===== src/rtl/frame_buf_arbiter_pkg.sv =====
// Shared widths and lock-state encoding for the frame buffer arbiter.
package frame_buf_arbiter_pkg;

  localparam int C_NB_IMG_PXLS = 13;  // 80x60 = 4800 pixels
  localparam int C_NB_BUF      = 12;  // RGB444
  localparam int C_RD_LAT      = 1;

  localparam logic [1:0] LK_FREE      = 2'd0;
  localparam logic [1:0] LK_LOCK_WAIT = 2'd1;
  localparam logic [1:0] LK_LOCKED    = 2'd2;
  localparam logic [1:0] LK_FREE_WAIT = 2'd3;

  typedef enum logic [1:0] {
    ST_FREE      = LK_FREE,
    ST_LOCK_WAIT = LK_LOCK_WAIT,
    ST_LOCKED    = LK_LOCKED,
    ST_FREE_WAIT = LK_FREE_WAIT
  } lock_state_t;

endpackage


===== src/rtl/frame_buf_arbiter_lock_fsm.sv =====
// Frame-aligned freeze of capture writes: lock/unlock only switch at capture frame start.
module fb_lock_fsm
  import frame_buf_arbiter_pkg::*;
(
  input  logic clk,
  input  logic rst,
  input  logic proc_lock_req,
  input  logic cap_frame_st,
  input  logic cap_we,
  output logic fb_we,
  output logic proc_lock_ack
);

  lock_state_t state, state_nx;
  logic        blocked;

  always_ff @(posedge clk) begin
    if (rst) state <= ST_FREE;
    else     state <= state_nx;
  end

  // A lock_req change always wins over a coincident frame start.
  always_comb begin
    state_nx = state;
    blocked  = 1'b0;
    case (state)
      ST_FREE: begin
        if (proc_lock_req) state_nx = ST_LOCK_WAIT;
      end
      ST_LOCK_WAIT: begin
        if (!proc_lock_req) state_nx = ST_FREE;
        else if (cap_frame_st) begin
          state_nx = ST_LOCKED;
          blocked  = 1'b1;  // first write of the new frame must not land
        end
      end
      ST_LOCKED: begin
        blocked = 1'b1;
        if (!proc_lock_req) state_nx = ST_FREE_WAIT;
      end
      ST_FREE_WAIT: begin
        blocked = 1'b1;
        if (proc_lock_req)     state_nx = ST_LOCKED;
        else if (cap_frame_st) state_nx = ST_FREE;
      end
      default: state_nx = ST_FREE;
    endcase
  end

  assign fb_we         = cap_we & ~blocked;
  assign proc_lock_ack = (state == ST_LOCKED) || (state == ST_FREE_WAIT);

endmodule


===== src/rtl/frame_buf_arbiter.sv =====
// Frame buffer sharing: VGA-first read arbitration on port B, frame-gated capture writes on port A.
module frame_buf_arbiter
  import frame_buf_arbiter_pkg::*;
#(
  parameter int c_nb_img_pxls = C_NB_IMG_PXLS,
  parameter int c_nb_buf      = C_NB_BUF,
  parameter int c_rd_lat      = C_RD_LAT
) (
  input  logic                     clk,
  input  logic                     rst,
  input  logic                     vga_rd,
  input  logic [c_nb_img_pxls-1:0] vga_addr,
  output logic [c_nb_buf-1:0]      vga_pixel,
  input  logic                     proc_req,
  input  logic [c_nb_img_pxls-1:0] proc_addr,
  output logic                     proc_gnt,
  output logic                     proc_dvalid,
  output logic [c_nb_buf-1:0]      proc_data,
  input  logic                     proc_lock_req,
  output logic                     proc_lock_ack,
  input  logic                     cap_frame_st,
  input  logic                     cap_we,
  output logic                     fb_we,
  output logic [c_nb_img_pxls-1:0] fb_addrb,
  input  logic [c_nb_buf-1:0]      fb_doutb
);

  // One stage for the registered address plus c_rd_lat memory stages.
  localparam int STAGES = c_rd_lat;

  logic [STAGES:0] vld_pipe;
  logic [STAGES:0] vga_pipe;
  logic            tag_vga, tag_proc;

  // Combinational grant so the requester can present its next address the following cycle.
  assign proc_gnt = proc_req & ~vga_rd & ~rst;
  assign tag_vga  = vld_pipe[STAGES] &  vga_pipe[STAGES];
  assign tag_proc = vld_pipe[STAGES] & ~vga_pipe[STAGES];

  always_ff @(posedge clk) begin
    if (rst) begin
      fb_addrb    <= '0;
      vld_pipe    <= '0;
      vga_pipe    <= '0;
      vga_pixel   <= '0;
      proc_data   <= '0;
      proc_dvalid <= 1'b0;
    end else begin
      if (vga_rd)        fb_addrb <= vga_addr;
      else if (proc_req) fb_addrb <= proc_addr;
      vld_pipe    <= {vld_pipe[STAGES-1:0], vga_rd | proc_req};
      vga_pipe    <= {vga_pipe[STAGES-1:0], vga_rd};
      proc_dvalid <= tag_proc;
      if (tag_vga)  vga_pixel <= fb_doutb;
      if (tag_proc) proc_data <= fb_doutb;
    end
  end

  fb_lock_fsm u_lock (
    .clk           (clk),
    .rst           (rst),
    .proc_lock_req (proc_lock_req),
    .cap_frame_st  (cap_frame_st),
    .cap_we        (cap_we),
    .fb_we         (fb_we),
    .proc_lock_ack (proc_lock_ack)
  );

endmodule


===== config.mk =====
export PLATFORM = sky130hd
export DESIGN_NAME = frame_buf_arbiter
export DESIGN_NICKNAME = d
export VERILOG_FILES = /design/src/rtl/frame_buf_arbiter_pkg.sv /design/src/rtl/frame_buf_arbiter_lock_fsm.sv /design/src/rtl/frame_buf_arbiter.sv
export SDC_FILE = /design/constraint.sdc
export NUM_CORES = 1
export LEC_CHECK = 0
export CAP_MARGIN = 20
export CORE_MARGIN = 1
export CORE_UTILIZATION = 43
export CTS_CLUSTER_DIAMETER = 150
export DETAILED_ROUTE_END_ITERATION = 8
export PLACE_DENSITY = 0.85
export SLEW_MARGIN = 20
export SYNTH_ARGS = -nofsm -noshare
export SYNTH_HDL_FRONTEND = slang
export SYNTH_HIERARCHICAL = 1
export SYNTH_SLANG_ARGS = --single-unit

===== constraint.sdc =====
create_clock -name clk -period 3 [get_ports clk]
set_input_delay 0.6 -clock clk [delete_from_list [all_inputs] [get_ports clk]]
set_output_delay 0.6 -clock clk [all_outputs]
set_load 0.05 [all_outputs]

After elaboration in Yosys (flattened, before gate mapping) --
Cells that the tools add are included.
Word-level totals: register bits 44, bits of input ports 45, output and inout bits 41, logic and storage cells 41
Operators by class: equality and inequality tests 7, mux-type cells 12, bitwise operators 10, reduce and logical (&&, ||, !) cells 5
Operators by type and width (count):
- two-way mux 13 bit | 2
- two-way mux 2 bit | 6
- one-hot mux 2 bit (4 select lines) | 1
- inequality test 3 bit, second input constant | 2
- bitwise AND 1 bit | 5
- equality test 2 bit, second input constant | 2
- inequality test 2 bit, second input constant | 2
- inverter 1 bit | 4
- AND reduction 4 bit | 1
- equality test 2 x 1 -> 1 bit, second input constant | 1
- zero test 2 bit | 1
- two-way mux 1 bit | 2
- one-hot mux 1 bit (2 select lines) | 1
- nonzero test 2 bit | 1
- OR reduction 2 bit | 1
- logical OR 1 bit | 1
- bitwise OR 1 bit | 1

Depth between registers and ports, before layout --
Gate-level depths: netlist of the first run.
depth in word-level cells 5, depth in mapped cells 5, gate-level depth less buffers 3

By module --
Netlist of the first run, hierarchy kept.
By module, submodules not included:
- frame_buf_arbiter | instances 1, cells each 177, area each 1640.3 um2, seq. area each 840.8 um2
- fb_lock_fsm | instances 1, cells each 9, area each 90.1 um2, seq. area each 40.0 um2

Least setup slack after synthesis of the first run --
Ideal clock, no wire load.
kind input -> output, start point input rst, end point output proc_gnt, data arrival time 2.112 ns, required time 2.400 ns, setup slack 0.288 ns, stages on the path 3, buffers on the path 2, cell sequence clkbuf_1 -> clkbuf_1 -> nor3b_1
On the way: longest elaborated chain between the ends 2
Ends and longest elaborated chain:
- from (decl) | RTL line frame_buf_arbiter.sv:10 | input logic rst,
- inverter 1 bit | RTL line frame_buf_arbiter.sv:36 | assign proc_gnt = proc_req & ~vga_rd & ~rst;
- bitwise AND 1 bit | RTL line frame_buf_arbiter.sv:36
- to (decl) | RTL line frame_buf_arbiter.sv:16 | output logic proc_gnt,
No other way between the ends.

Worst setup path after layout of the first run --
start point input cap_frame_st, end point output fb_we
On the way: longest elaborated chain between the ends 5
Ends and longest elaborated chain:
- from (decl) | RTL line frame_buf_arbiter.sv:21 | input logic cap_frame_st,
- two-way mux 1 bit | RTL line frame_buf_arbiter_lock_fsm.sv:32 | else if (cap_frame_st) begin
- two-way mux 1 bit | RTL line frame_buf_arbiter_lock_fsm.sv:31 | if (!proc_lock_req) state_nx = ST_FREE;
- one-hot mux 1 bit (2 select lines) | RTL line frame_buf_arbiter_lock_fsm.sv:26 | case (state)
- inverter 1 bit | RTL line frame_buf_arbiter_lock_fsm.sv:50 | assign fb_we = cap_we & ~blocked;
- bitwise AND 1 bit | RTL line frame_buf_arbiter_lock_fsm.sv:50
- to (decl) | RTL line frame_buf_arbiter.sv:23 | output logic fb_we,
No other way between the ends.

==> flow_summary.json, run 1 <==
{
  "rsz0062_at_grt": "false",
  "netlist_area_mm2": 0.001730,
  "worst_pin_slew_ns": 0.8174,
  "yosysWarnings": 6,
  "grt_pass1_wl_um": 6762,
  "hold_start": "vld_pipe[0]",
  "synthesis.nets": 231,
  "ys_seq_elements": 44,
  "rrSetupSlack_ns": 1.58,
  "post-dp-hpwl_um": 2932,
  "vias_per_cell": 4.867,
  "dieArea_mm2": 0.004282,
  "cts_buffers": 5,
  "hp-class": "flip-flop to flip-flop",
  "status": "finished clean",
  "grt.total_usage": 0.2099,
  "place_area_mm2": 0.002584,
  "port_buffers": 85,
  "clkTransAtPathRegs_ns": 0.09,
  "clock_path_buffers": 2,
  "fp.dieH_um": 65.44,
  "drive_gt1_frac": 0.1007,
  "rows": 22,
  "fin_tns_setup_ns": 0,
  "clkSinkCount": 44,
  "ctsResizeCount": 0,
  "setup_viol": 0,
  "ir_drop_v": 0.0002632,
  "avgSynthCellArea_um2": 9.303,
  "synth_cells": 186,
  "synth.distinct_cells": 21,
  "die_x_um": 65.44,
  "drtIter0Drc": 99,
  "drv_cap": 0,
  "fin_area_mm2": 0.002695,
  "via_count": 1538,
  "cts-root-buf": "clkbuf_8",
  "grt-ovfl-total": 0,
  "ant_nets": 0,
  "critPathTopFamily": "buffers and inverters",
  "max_slew_margin": 0.4539,
  "critPathSlowestCell": "clkdlybuf4s50_1",
  "worst-path-buf-inv": 2,
  "end_kind": "output port",
  "wl_per_cell_um": 12.75,
  "synth_area_leaders": "dfxtp_1 51%, nand2_1 11%, mux2i_1 7.5%",
  "nets": 312,
  "grt_pass1_vias": 1553,
  "critPathMaxStageDelay_ns": 0.50,
  "hold_viol_final": 0,
  "start_util": 0.4589,
  "diodes": 0,
  "required_ns": 2.40,
  "final_common_cell": "clkdlybuf4s50_1",
  "slew_violations": 0,
  "layout_common_cells": "83 x clkdlybuf4s50_1, 49 x nand2_1, 44 x dfxtp_1",
  "syn_to_final_growth_pct": 55.75,
  "routed_wl_um": 4028,
  "ios": 86,
  "coreArea_mm2": 0.003771,
  "post-route-period-util": 0.7347,
  "p_leak_nw": 1.035,
  "grt_antenna_before_repair": 0,
  "hold_buffers": 0,
  "gp_congestion": 0.7378,
  "synth_top_area_frac": 0.5090,
  "skew_ns": 0.006086,
  "fin_crit_ns": 2.204,
  "worstPathArrival_ns": 1.60,
  "power.density_mw_per_mm2": 499.7,
  "drc": 0,
  "yosys.area.top_type": "dfxtp_1",
  "postCtsSetupBuffers": 0,
  "crit_path_start_kind": "primary input",
  "ys_seq_area_frac": 0.5090,
  "clock_latency_ns": 0.30,
  "dr.pass1.iters": 6,
  "crit_type": "primary input to output port",
  "ctsHtreeMaxLevel": 2,
  "path_max_fanout": 3,
  "fmax_mhz": 453.7,
  "crit_chain": "clkdlybuf4s50_1 > nand3_1 > and3b_2 > buf_4",
  "r2r-start": "vld_pipe[1]",
  "grt_max_degree": 45,
  "startpoint": "cap_frame_st",
  "tritoncts": "built"
}
==> metrics by stage <==
stage          setup WS (ns)  hold WS [ns]  total power, mW  cells  utilization
4_1_cts               0.7947        0.4445            1.357    316       0.7147
6_report              0.7959        0.4378            1.347    316       0.7147
3_5_place_dp          0.7953        0.4300           0.9144    308       0.6851
5_1_grt               0.7668        0.4615            1.412    316       0.7147
2_1_floorplan         0.2879        0.4138           0.7986    186            -
3_3_place_gp          0.8063        0.4199           0.9094    308       0.6851
==> worst reg2reg max path, cell delays in order, from the launching register on <==
cell and delay [ns]:
dfxtp_1 0.37, nor2b_1 0.67, nand2_1 0.15, a21oi_1 0.16
==> flip-flops by register name, indices dropped and copies added, names as in the netlist, named ones only <==
register and cells:
vld_pipe 2, vga_pipe 2, fb_addrb 13, proc_dvalid 1, u_lock/state 1, vga_pixel 12
proc_data 12
==> cells by family after synthesis <==
kind of cell | share of synthesized area
AOI/OAI and AO/OA | 0.08243
xor gates and xnor gates | 0.005062
buffers and inverters | 0.05061
DFF | 0.5090
muxes | 0.1771
and+or+nand+nor | 0.1757
==> cell usage after synthesis <==
library cell,count
nand2_1,49
dfxtp_1,44
a21oi_1,25
nor2_1,16
mux2i_1,13
mux2_4,8
clkbuf_1,7
mux2_2,5
nor2b_1,4
buf_2,3
buf_4,2
a211oi_1,1
a21bo_1,1
and2_1,1
and3b_2,1
buf_12,1
buf_6,1
nand2b_1,1
nand3_1,1
nor3b_1,1
xnor2_1,1
==> layout make-up <==
type / instances / area [um2]
tap: 48 / 60.06
clock inverter: 3 / 42.54
clock buffer: 5 / 68.82
timing repair buffer: 88 / 880.8
multi-input combinational: 128 / 762.0
fill: 315 / 1076
sequential: 44 / 880.8
==> report_power, final <==
| group | leakage [nW] | internal, mW | total (mW) | switching, mW |
|---|---|---|---|---|
| clock network | 0.0541 | 0.246 | 0.447 | 0.200 |
| logic | 0.621 | 0.131 | 0.276 | 0.145 |
| registers | 0.360 | 0.610 | 0.624 | 0.0142 |
| total | 1.04 | 0.987 | 1.35 | 0.360 |
==> routing by layer <==
layer,GRT usage,share of wire,vias to the layer above
li1,-,-,771
met2,0.3557,0.47,65
met5,0,0,-
met3,0.1042,0.10,8
met1,0.2251,0.40,694
met4,0.07065,0.019,0
==> final timing paths <==
| kind | end | depth (start not counted) |
|---|---|---|
| setup / recovery | fb_we | 4 |
| hold / removal | vld_pipe[1] | 1 |
| setup reg to reg | proc_data[10] | 3 |
| hold reg to reg | vld_pipe[1] | 1 |
(Power assumes the default switching activity.)
==> inputs of run 2 (changes only) <==
--- a/config.mk
+++ b/config.mk
@@ -7,10 +7,10 @@
 export LEC_CHECK = 0
 export CAP_MARGIN = 20
 export CORE_MARGIN = 1
-export CORE_UTILIZATION = 43
+export CORE_UTILIZATION = 36
 export CTS_CLUSTER_DIAMETER = 150
 export DETAILED_ROUTE_END_ITERATION = 8
-export PLACE_DENSITY = 0.85
+export PLACE_DENSITY = 0.76
 export SLEW_MARGIN = 20
 export SYNTH_ARGS = -nofsm -noshare
 export SYNTH_HDL_FRONTEND = slang
==> constraint.sdc (replaced) <==
create_clock -name clk -period 2 [get_ports clk]
set_input_delay 0.4 -clock clk [delete_from_list [all_inputs] [get_ports clk]]
set_output_delay 0.4 -clock clk [all_outputs]
set_load 0.05 [all_outputs]
==> run 2 against run 1 <==
Sequential share of layout area down 0.49 points. Worst setup slack worse by 0.71 ns. Routed wire length up 2.7%. Clock-buffer cell count unchanged. Die area up 19%. Worst hold slack better by 0.0057 ns. Utilization down 10 points. Cell count up 1.9%. Sequential power up 50%. The flow now finishes with violations (design-rule violations). Sequential cell count unchanged.
==> flow_summary.json, run 2 (synthesized netlist as in run 1, its figures left out) <==
{
  "rows": 24,
  "ant_nets": 0,
  "top_register": "fb_addrb",
  "combinationalPowerShare": 0.206,
  "place_area_mm2": 0.002621,
  "syn_to_final_growth_pct": 58.13,
  "drtIter0Drc": 102,
  "drv_cap": 0,
  "ctsResizeCount": 0,
  "setup_viol": 0,
  "skew_ns": 0.005656,
  "grt-ovfl-total": 0,
  "grt_max_degree": 45,
  "power.density_mw_per_mm2": 750.1,
  "clkSinkCount": 44,
  "fmax_mhz": 522.9,
  "end_kind": "output port",
  "layout_setup_ws_ns": 0.08774,
  "tritoncts": "built",
  "drive_gt1_frac": 0.1111,
  "sequentialPowerShare": 0.456,
  "worst_pin_slew_ns": 0.5157,
  "ctsHtreeMaxLevel": 2,
  "violations": "design-rule violations",
  "p_sw_mw": 0.5583,
  "diodes": 0,
  "largest_reg_flops": 13,
  "fin_crit_ns": 1.912,
  "dieArea_mm2": 0.005088,
  "path_max_fanout": 4,
  "critPathTopFamily": "buffers and inverters",
  "ir_drop_v": 0.0004616,
  "layout_common_cells": "83 x clkdlybuf4s50_1, 49 x nand2_1, 44 x dfxtp_1",
  "dp_slack_ns": 0.2025,
  "status": "complete, but fails checks",
  "clock_latency_ns": 0.30,
  "die_x_um": 71.33,
  "intPower_mw": 1.494,
  "cts_buffers": 5,
  "crit_chain": "clkdlybuf4s50_1",
  "crit_type": "flip-flop to output port",
  "final_common_cell": "clkdlybuf4s50_1",
  "wl_per_cell_um": 12.84,
  "worstPathArrival_ns": 1.51,
  "largestRegisters": "fb_addrb x13, proc_data x12, vga_pixel x12",
  "fin_util": 0.6116,
  "cts-root-buf": "clkbuf_8",
  "grt_pass1_vias": 1442,
  "ios": 86,
  "grt.total_usage": 0.1713,
  "port_buffers": 85,
  "post-route-period-util": 0.9561,
  "nets": 314,
  "critPathMaxStageDelay_ns": 0.82,
  "critPathSlowestCell": "clkdlybuf4s50_1",
  "dr.pass1.iters": 6,
  "grt_pass1_wl_um": 6720,
  "swShare": 0.2720,
  "vias_per_cell": 4.665,
  "clkTransAtPathRegs_ns": 0.09,
  "fin_area_mm2": 0.002736,
  "hold_viol_final": 0,
  "grt_antenna_before_repair": 0,
  "start_util": 0.3867,
  "hp-class": "flip-flop to flip-flop",
  "pwr-share-clk": 0.338,
  "clock_path_buffers": 2,
  "slew_violations": 0,
  "max_slew_margin": 0.6551,
  "drc": 6,
  "postCtsSetupBuffers": 0,
  "post-dp-hpwl_um": 3011,
  "rsz0062_at_grt": "false",
  "coreArea_mm2": 0.004474,
  "worst-path-buf-inv": 1,
  "required_ns": 1.60,
  "fp.dieH_um": 71.33,
  "p_leak_nw": 1.052,
  "hold_buffers": 0,
  "gp_congestion": 0.7452,
  "via_count": 1502,
  "crit_path_start_kind": "flip-flop",
  "fin_tns_setup_ns": 0,
  "routed_wl_um": 4135
}
[run 2: through the flow]
stage	total power, mW	std cells	hold WS [ns]
6_report	2.053	322	0.4435
5_1_grt	2.139	322	0.4713
4_1_cts	2.076	322	0.4489
3_5_place_dp	1.379	314	0.4268
3_3_place_gp	1.374	314	0.4180
2_1_floorplan	1.199	186	0.4138
[run 2: final cells by class]
class	instances	area [um2]
sequential	44	880.8
clock inverter	3	46.29
timing repair buffer	90	908.4
clock buffer	5	68.82
tap	52	65.06
fill	402	1738
multi-input combinational	128	767.0
[run 2: path summary, 6_finish.rpt]
kind                   endpoint  slack (ns)  cells after the start        start
setup / recovery  proc_lock_ack        0.09                      1    flip-flop
setup reg to reg   proc_data[2]        0.81                      4  vld_pipe[1]
hold reg to reg     vga_pipe[1]        0.44                      1  vga_pipe[0]
hold / removal      vga_pipe[1]        0.44                      1  vga_pipe[0]
[run 2: layer usage]
metal / GRT usage / part of all wire
met5: 0 / 0
met1: 0.2028 / 0.44
met3: 0.06892 / 0.077
met4: 0.05333 / 0.0041
met2: 0.2847 / 0.47
[run 2: power groups by stage]
stage               clock, mW  combinational, mW  sequential [mW]
floorplan                   0              0.133             1.07
global placement            0              0.419            0.955
detailed placement          0              0.424            0.955
CTS                     0.715              0.425            0.936
global route            0.752              0.446            0.941
finish                  0.695              0.422            0.936
